## src/rtl/board_pkg.sv

```systemverilog
// Shared board-level constants and helpers for the button conditioning path.
package board_pkg;

    localparam int MS_PER_SEC      = 1000;
    localparam int DEBOUNCE_MS_DEF = 20;
    localparam int LONG_MS_DEF     = 1000;

    // Number of clock cycles in one millisecond at the given clock frequency.
    function automatic int ms_to_cycles(input int clk_freq);
        return clk_freq / MS_PER_SEC;
    endfunction

endpackage

```

## src/rtl/bsw_debounce_if.sv

```systemverilog
// Button bus: raw inputs in, clean levels and event pulses out.
interface bsw_debounce_if #(
    parameter int N = 6
);

    logic [N-1:0] BSW;
    logic [N-1:0] BTN_STATE;
    logic [N-1:0] BTN_PRESS;
    logic [N-1:0] BTN_RELEASE;
    logic [N-1:0] BTN_LONG;
    logic         MS_TICK;

    // Producer of raw buttons / consumer of events.
    modport master (
        output BSW,
        input  BTN_STATE, BTN_PRESS, BTN_RELEASE, BTN_LONG, MS_TICK
    );

    // The conditioning block itself.
    modport slave (
        input  BSW,
        output BTN_STATE, BTN_PRESS, BTN_RELEASE, BTN_LONG, MS_TICK
    );

endinterface

```

## src/rtl/debounce_channel.sv

```systemverilog
// One button channel: 2-flop sync, polarity, ms-tick debounce, edge and
// long-press detection. State only moves on ms_tick, so a press and its
// release can never complete within the same tick.
module debounce_channel
    import board_pkg::*;
#(
    parameter int DEBOUNCE_MS = DEBOUNCE_MS_DEF,
    parameter int LONG_MS     = LONG_MS_DEF,
    parameter bit ACTIVE_LOW  = 1'b1
) (
    input  logic clk,
    input  logic rst,
    input  logic raw,
    input  logic ms_tick,
    output logic btn_state,
    output logic btn_press,
    output logic btn_release,
    output logic btn_long
);

    localparam int DB_W   = $clog2(DEBOUNCE_MS + 1);
    localparam int HOLD_W = $clog2(LONG_MS + 1);

    // Raw level that means "not pressed"; sync flops reset to it.
    localparam logic              IDLE_RAW = ACTIVE_LOW;
    localparam logic [DB_W-1:0]   DB_LAST  = DB_W'(DEBOUNCE_MS - 1);
    localparam logic [HOLD_W-1:0] HOLD_MAX = HOLD_W'(LONG_MS);
    localparam logic [HOLD_W-1:0] HOLD_PRE = HOLD_W'(LONG_MS - 1);

    logic              sync1_q, sync1_d;
    logic              sync2_q, sync2_d;
    logic [DB_W-1:0]   db_cnt_q, db_cnt_d;
    logic              state_q, state_d;
    logic              state_prev_q, state_prev_d;
    logic [HOLD_W-1:0] hold_cnt_q, hold_cnt_d;
    logic              pressed;

    assign pressed = ACTIVE_LOW ? ~sync2_q : sync2_q;

    // Next-state: sync shift, debounce counter/state, saturating hold counter.
    always_comb begin
        sync1_d      = raw;
        sync2_d      = sync1_q;
        state_prev_d = state_q;
        state_d      = state_q;
        db_cnt_d     = '0;
        if (pressed != state_q) begin
            db_cnt_d = db_cnt_q;
            if (ms_tick) begin
                if (db_cnt_q == DB_LAST) begin
                    state_d  = ~state_q;
                    db_cnt_d = '0;
                end else begin
                    db_cnt_d = db_cnt_q + 1'b1;
                end
            end
        end
        hold_cnt_d = hold_cnt_q;
        if (!state_q)
            hold_cnt_d = '0;
        else if (ms_tick && hold_cnt_q != HOLD_MAX)
            hold_cnt_d = hold_cnt_q + 1'b1;
    end

    // Channel registers, cleared to the idle condition on reset.
    always_ff @(posedge clk or posedge rst) begin
        if (rst) begin
            sync1_q      <= IDLE_RAW;
            sync2_q      <= IDLE_RAW;
            db_cnt_q     <= '0;
            state_q      <= 1'b0;
            state_prev_q <= 1'b0;
            hold_cnt_q   <= '0;
        end else begin
            sync1_q      <= sync1_d;
            sync2_q      <= sync2_d;
            db_cnt_q     <= db_cnt_d;
            state_q      <= state_d;
            state_prev_q <= state_prev_d;
            hold_cnt_q   <= hold_cnt_d;
        end
    end

    assign btn_state   = state_q;
    assign btn_press   = state_q & ~state_prev_q;
    assign btn_release = ~state_q & state_prev_q;
    // Fires on the LONG_MS-1 -> LONG_MS step; saturation prevents repeats.
    assign btn_long    = state_q & ms_tick & (hold_cnt_q == HOLD_PRE);

endmodule

```

## src/rtl/bsw_debounce.sv

```systemverilog
// BSW button conditioner: shared ms prescaler feeding N independent channels.
module bsw_debounce
    import board_pkg::*;
#(
    parameter int CLK_FREQ    = 50_000_000,
    parameter int N           = 6,
    parameter int DEBOUNCE_MS = DEBOUNCE_MS_DEF,
    parameter int LONG_MS     = LONG_MS_DEF,
    parameter bit ACTIVE_LOW  = 1'b1
) (
    input logic             SYS_CLK,
    input logic             RESET,
    bsw_debounce_if.slave   bus
);

    localparam int            PRESC     = ms_to_cycles(CLK_FREQ);
    localparam int            PW        = (PRESC > 1) ? $clog2(PRESC) : 1;
    localparam logic [PW-1:0] PRESC_MAX = PW'(PRESC - 1);

    logic [PW-1:0] presc_q, presc_d;
    logic          ms_tick;
    logic [N-1:0]  st, pr, rl, lg;

    assign ms_tick = (presc_q == PRESC_MAX);

    // Prescaler wraps at its maximum, giving one tick per millisecond.
    always_comb begin
        presc_d = ms_tick ? '0 : presc_q + 1'b1;
    end

    // Prescaler register.
    always_ff @(posedge SYS_CLK or posedge RESET) begin
        if (RESET) presc_q <= '0;
        else       presc_q <= presc_d;
    end

    for (genvar i = 0; i < N; i++) begin : g_ch
        debounce_channel #(
            .DEBOUNCE_MS (DEBOUNCE_MS),
            .LONG_MS     (LONG_MS),
            .ACTIVE_LOW  (ACTIVE_LOW)
        ) u_ch (
            .clk         (SYS_CLK),
            .rst         (RESET),
            .raw         (bus.BSW[i]),
            .ms_tick     (ms_tick),
            .btn_state   (st[i]),
            .btn_press   (pr[i]),
            .btn_release (rl[i]),
            .btn_long    (lg[i])
        );
    end

    assign bus.BTN_STATE   = st;
    assign bus.BTN_PRESS   = pr;
    assign bus.BTN_RELEASE = rl;
    assign bus.BTN_LONG    = lg;
    assign bus.MS_TICK     = ms_tick;

endmodule

```

## src/flat_wrapper.sv

```systemverilog
// flat-port wrapper written by rule: the top's interface ports become plain ports
module bsw_debounce_flat import board_pkg::*;
#(
    parameter int CLK_FREQ    = 50_000_000,
    parameter int N           = 6,
    parameter int DEBOUNCE_MS = DEBOUNCE_MS_DEF,
    parameter int LONG_MS     = LONG_MS_DEF,
    parameter bit ACTIVE_LOW  = 1'b1
)
  (SYS_CLK, RESET, bus_BSW, bus_BTN_STATE, bus_BTN_PRESS, bus_BTN_RELEASE, bus_BTN_LONG, bus_MS_TICK);
  bsw_debounce_if #(.N(N)) bus_i ();
  input logic SYS_CLK;
  input logic RESET;
  input wire logic [$bits(bus_i.BSW)-1:0] bus_BSW;
  output wire logic [$bits(bus_i.BTN_STATE)-1:0] bus_BTN_STATE;
  output wire logic [$bits(bus_i.BTN_PRESS)-1:0] bus_BTN_PRESS;
  output wire logic [$bits(bus_i.BTN_RELEASE)-1:0] bus_BTN_RELEASE;
  output wire logic [$bits(bus_i.BTN_LONG)-1:0] bus_BTN_LONG;
  output wire logic [$bits(bus_i.MS_TICK)-1:0] bus_MS_TICK;
  assign bus_i.BSW = bus_BSW;
  assign bus_BTN_STATE = bus_i.BTN_STATE;
  assign bus_BTN_PRESS = bus_i.BTN_PRESS;
  assign bus_BTN_RELEASE = bus_i.BTN_RELEASE;
  assign bus_BTN_LONG = bus_i.BTN_LONG;
  assign bus_MS_TICK = bus_i.MS_TICK;
  bsw_debounce #(.CLK_FREQ(CLK_FREQ), .N(N), .DEBOUNCE_MS(DEBOUNCE_MS), .LONG_MS(LONG_MS), .ACTIVE_LOW(ACTIVE_LOW)) u_core (.SYS_CLK(SYS_CLK), .RESET(RESET), .bus(bus_i));
endmodule
```

## config.mk

```make
export PLATFORM = sky130hd
export DESIGN_NAME = bsw_debounce_flat
export DESIGN_NICKNAME = d
export VERILOG_FILES = /design/src/rtl/board_pkg.sv /design/src/rtl/bsw_debounce_if.sv /design/src/rtl/debounce_channel.sv /design/src/rtl/bsw_debounce.sv /design/src/flat_wrapper.sv
export SDC_FILE = /design/constraint.sdc
export NUM_CORES = 1
export LEC_CHECK = 0
export ABC_CLOCK_PERIOD_IN_PS = 8700
export BUFFER_PORTS_ARGS = -buffer_cell sky130_fd_sc_hd__clkbuf_2
export CORE_ASPECT_RATIO = 1.25
export CORE_MARGIN = 2
export CORE_UTILIZATION = 35
export DETAILED_ROUTE_END_ITERATION = 10
export PLACE_DENSITY_LB_ADDON = 0.25
export SETUP_SLACK_MARGIN = 0.3
export SYNTH_ARGS = -nofsm -noshare
export SYNTH_HDL_FRONTEND = slang
export SYNTH_SLANG_ARGS = --single-unit
```

## constraint.sdc

```tcl
create_clock -name SYS_CLK -period 8.7 [get_ports SYS_CLK]
set_input_delay 0.435 -clock SYS_CLK [delete_from_list [all_inputs] [get_ports SYS_CLK]]
set_output_delay 0.435 -clock SYS_CLK [all_outputs]
set_load 0.02 [all_outputs]
```

Word level (Yosys, flattened, before mapping)
Index checks and enable logic that the tools add are counted.

storage, ports and cells
  flip-flop bits (word level) = 130
  input port bits = 8

cells by class
  equal/unequal tests = 37
  multiplexer cells = 31
  bitwise gates (word level) = 42
  add/subtract/negate cells = 13
  reduce and logical (&&, ||, !) cells = 12

operators with widths
  cell                                                              count
  10-bit 2-to-1 mux                                                 12
  5-bit 2-to-1 mux                                                  18
  10-bit by 1-bit adder with 10-bit output (second input constant)  6
  10-bit == test (second input constant)                            6
  10-bit != test (second input constant)                            6
  5-bit by 1-bit adder with 5-bit output (second input constant)    6
  5-bit == test (second input constant)                             6
  1-bit bitwise AND                                                 24
  2-bit by 1-bit != test with 1-bit output (second input constant)  11
  1-bit NOT                                                         18
  3-bit AND reduction                                               6
  16-bit by 1-bit adder with 16-bit output (second input constant)  1
  16-bit == test (second input constant)                            1
  16-bit 2-to-1 mux                                                 1
  1-bit logical AND                                                 6
  1-bit != test                                                     6
  2-bit != test (second input constant)                             1

Longest topological paths before layout
  depth in word-level cells = 4
  mapped depth = 10
  depth with buffers taken out = 6

By module
A second synthesis with hierarchy kept.

second synthesis, totals
  cell total of the unflattened synthesis = 675
  area, all modules = 6874.1 sq um

modules (own cells, without submodules)
  module                                       area an instance (sq um)  instances  cells each
  debounce_channel at u_core.g_ch[0].u_ch ...  1021.0                    5          101
  debounce_channel at u_core.g_ch[2].u_ch      1012.2                    1          102
  bsw_debounce                                 757.0                     1          68

Least setup slack after synthesis
No wires, ideal clock.

  path type = reg2out
  start point = register u_core.presc_q[5]
  end point = output bus_BTN_LONG[5]
  arrival = 2399 ps
  path buffers = 3
  path slack = 5866 ps
  stages on the path, launching flop included = 9
  cell sequence = dfrtp_1 -> or4b_4 -> buf_6 -> or4_4 -> buf_6 -> inv_1 -> nand2_1 -> nor4_1 -> buf_4

between the ends
  cells in the longest elaborated chain, start to end = 3

RTL lines
  item                            RTL line                source
  start: declaration              bsw_debounce.sv:20      logic [PW-1:0] presc_q, presc_d;
  start signal: assignment        bsw_debounce.sv:34      else presc_q <= presc_d;
  16-bit == test                  bsw_debounce.sv:24      assign ms_tick = (presc_q == PRESC_MAX);
  net bus_MS_TICK                 flat_wrapper.sv:19      output wire logic [$bits(bus_i.MS_TICK)-1:0] bus_MS_TICK;
  1-bit bitwise AND (2 in a row)  debounce_channel.sv:88  assign btn_long = state_q & ms_tick & (hold_cnt_q == HOLD_PRE);
  end: declaration                flat_wrapper.sv:18      output wire logic [$bits(bus_i.BTN_LONG)-1:0] bus_BTN_LONG;

The timed path passes the listed nets, and every way through them passes these cells.

Worst setup path in the final report
  start point = register u_core.presc_q[10]
  end point = output bus_BTN_LONG[5]

between the ends
  cells in the longest elaborated chain, start to end = 3

RTL lines
  item                            RTL line
  16-bit == test                  bsw_debounce.sv:24
  1-bit bitwise AND (2 in a row)  debounce_channel.sv:88

No other way between the ends.

==> flow_metrics.tcl <==
set metrics [dict create \
    status "finished, final reports clean" \
    ys_async_sr_fraction 1.00 \
    yosysSeqAreaShare 0.468 \
    yosysTopAreaCellShare 0.423 \
    cts_sinks 130 \
    syn_nets 766 \
    p_leak_uw 0.00295 \
    max_cap_violations 0 \
    use_met3 0.0352 \
    irDropWorstVdd_v 0.000118 \
    port_buffers 32 \
    place_congestion 0.747 \
    max_freq_ghz 0.295 \
    slew_headroom 0.434 \
    synth_top_flop_cell "dfrtp_1" \
    vias_per_cell 5.30 \
    gr-usage-met1 0.199 \
    cts_made_buffers 17 \
    cts_tree "yes" \
    worstHoldStart "bus_BSW[4]" \
    rows 57 \
    yosysWarnings 0 \
    dieWidth_um 130 \
    final-hold-violation-count 0 \
    period_share 0.390 \
    fin_tns_setup_ns 0 \
    yosysMostFrequentCell "dfrtp_1" \
    setup_viol 0 \
    post_cts_buffers 0 \
    hold_buffers 0 \
    crit_fanout 18 \
    critPathLaunchType "flop" \
    syn_avg_cell_area_um2 9.45 \
    synthDistinctLibCells 43 \
    finalInstanceArea_mm2 0.00775 \
    nFillCells 2006 \
    ys_ff_latch 130 \
    drc_errors 0 \
    synth-simple-area-share 0.259 \
    top_usage_layer "met2" \
    synth_compound_area_frac 0.115 \
    area_growth_pct 11.0 \
    worst_ep_arrival_time_ns 2.96 \
    worstMarginPinSlew_ns 0.842 \
    use_met2 0.257 \
    drive_above_1_share 0.115 \
    synth_edf_count 0 \
    dpl.hpwl_mm 9.50 \
    synth_area_mm2 0.00699 \
    synth_top_family_by_area "simple AND/OR/NAND/NOR gates" \
    diodes 0 \
    postCtsResizedCells 0 \
    grt_pass1_wl_mm 26.1 \
    coreArea_mm2 0.0195 \
    htree_levels 4 \
    drt_iter0_markers 334 \
    hold_end "u_core.g_ch[4].u_ch.sync1_q$_DFF_PP1_" \
    clock_skew_ns 0.00921 \
    power.density_mw_per_mm2 167 \
    cts_buffer_depth 2 \
    synthCells 739 \
    required_ns 8.27 \
    r2r_end "u_core.g_ch[2].u_ch.hold_cnt_q[5]$_DFFE_PP0P_" \
    rsz0062_at_grt "no" \
    synth_commonest_cells "118 x dfrtp_1, 77 x nand2_1, 68 x a21oi_1" \
    synth_fa_ha_area_frac 0.0340 \
    slew_violations 0 \
    synth.area.top_cells "dfrtp_1 42%, a21oi_1 4.9%, dfstp_2 4.5%" \
    clock_latency_ns 0.42 \
    reg2reg_depth 4 \
    synth_xor_area_frac 0.0213 \
    grt_pass1_vias 5348 \
    worst_hold_path.num_cells 1 \
    initial_core_util 0.358 \
    fin_nets 769 \
    fin_crit_ns 3.39 \
    hp-class "in2reg" \
    synth_mux_area_frac 0.0389 \
    place_area_mm2 0.00721 \
    r2r_start "u_core.presc_q[10]$_DFF_PP0_" \
    dr.pass1.iters 4 \
    ant_nets 0 \
    cts_root_buf "clkbuf_16" \
    dieArea_mm2 0.0211 \
    grt_max_degree 89 \
    cts.clk_slew.worst_paths_ns 0.06 \
    die_h_um 162 \
    wl_mm 14.9 \
    track_usage 0.156 \
    r2r_slack_ns 5.72 \
    grt-ovfl-total 0 \
    pin_count 33 \
    end_kind "output port" \
    wl_per_cell_um 14.6 \
    vias 5408 \
    antenna_found_initial 0 \
    synth_top_cell_by_area "dfrtp_1" \
    critical_path_class "reg2out" \
]
==> stage by stage <==
| step | hold slack (ns) | worst slack (ns) | utilization | total power [uW] | cells |
|---|---|---|---|---|---|
| final | 0.0883 | 5.31 | 0.397 | 1300 | 1020 |
| after global routing | 0.0698 | 5.15 | 0.397 | 1340 | 1020 |
| after CTS | 0.0670 | 5.25 | 0.397 | 1320 | 1020 |
| after detailed placement | 0.347 | 5.71 | 0.369 | 640 | 988 |
| after global placement | 0.346 | 5.76 | 0.369 | 641 | 988 |
| after floorplan | 0.345 | 4.82 | - | 632 | 739 |
==> state kept, by name, summed over array words and instances, names as in the netlist <==
signal,flops
u_core.g_ch.u_ch.hold_cnt_q,60
u_core.g_ch.u_ch.db_cnt_q,30
u_core.presc_q,16
u_core.g_ch.u_ch.btn_state,6
u_core.g_ch.u_ch.state_prev_q,6
u_core.g_ch.u_ch.sync1_q,6
u_core.g_ch.u_ch.sync2_q,6
==> per-layer routing <==
layer / vias to the layer above / share of wire
met5: - / 0
met4: 0 / 0.015
met3: 14 / 0.023
met2: 54 / 0.49
met1: 2663 / 0.47
li1: 2677 / -
==> logic make-up after synthesis <==
logic type / count (synthesis)
AO/OA/AOI/OAI: 138
XOR/XNOR: 17
adder cells (fa/ha/maj): 19
buffers and inverters: 87
flip-flops: 130
multiplexers: 27
AND/OR/NAND/NOR: 321
==> where the power goes <==
group          switching, uW  internal, uW  total, uW
sequential              1.47           610        612
combinational           14.6          2.21       16.8
clock                    265           403        669
==> final cells by class <==
class                   count  area [um2]  area share
flip-flops and latches    130        3270       0.421
multi-input cells         522        3280       0.423
repair buffers             36         190      0.0245
inverters                  35         136      0.0176
well taps                 265         332      0.0428
clock buffers              21         460      0.0594
clock inverters            11        87.6      0.0113
==> placed cells by master, fill, tap and decap left out, types with 3 or more instances in the layout <==
master | synthesis | final
a21o_1 | 3 | 3
a21oi_1 | 68 | 68
a31oi_1 | 6 | 6
and3_1 | 6 | 6
and4_1 | 3 | 3
buf_4 | 24 | 4
clkbuf_16 | 0 | 17
clkbuf_2 | 0 | 32
clkinv_1 | 3 | 3
clkinv_2 | 0 | 7
clkinvlp_4 | 0 | 3
dfrtp_1 | 118 | 118
dfstp_2 | 12 | 12
ha_1 | 19 | 19
inv_1 | 32 | 31
mux2i_1 | 26 | 26
nand2_1 | 77 | 77
nand2b_1 | 12 | 12
nand3_1 | 37 | 37
nand3b_1 | 14 | 14
nand4_1 | 17 | 17
nand4b_1 | 6 | 6
nor2_1 | 36 | 36
nor2b_1 | 8 | 8
nor3_1 | 7 | 7
nor4_1 | 23 | 21
nor4bb_1 | 5 | 5
o21a_1 | 3 | 3
o21ai_0 | 23 | 23
o31ai_1 | 33 | 33
or3_1 | 20 | 20
or4_1 | 37 | 37
xnor2_1 | 4 | 4
xor2_1 | 13 | 13
==> worst max path at each step <==
stage | depth (start not counted) | from | to
2_1_floorplan | 1 | RESET | u_core.g_ch[0].u_ch.btn_state$_DFFE_PP0P_
3_3_place_gp | 4 | u_core.presc_q[10]$_DFF_PP0_ | u_core.g_ch[2].u_ch.hold_cnt_q[7]$_DFFE_PP0P_
3_5_place_dp | 6 | u_core.presc_q[10]$_DFF_PP0_ | bus_BTN_LONG[5]
4_1_cts | 6 | u_core.presc_q[10]$_DFF_PP0_ | bus_BTN_LONG[5]
5_1_grt | 6 | u_core.presc_q[10]$_DFF_PP0_ | bus_BTN_LONG[5]
6_report | 6 | u_core.presc_q[10]$_DFF_PP0_ | bus_BTN_LONG[5]
==> critical path: stages (launching register included) <==
cell and delay (ns):
dfrtp_1 0.40, or4b_1 0.74, or4_4 0.74, inv_1 0.12, nand2_1 0.05, nor4_1 0.27
clkbuf_2 0.22
Note: power is estimated with default switching activity, not from simulation.
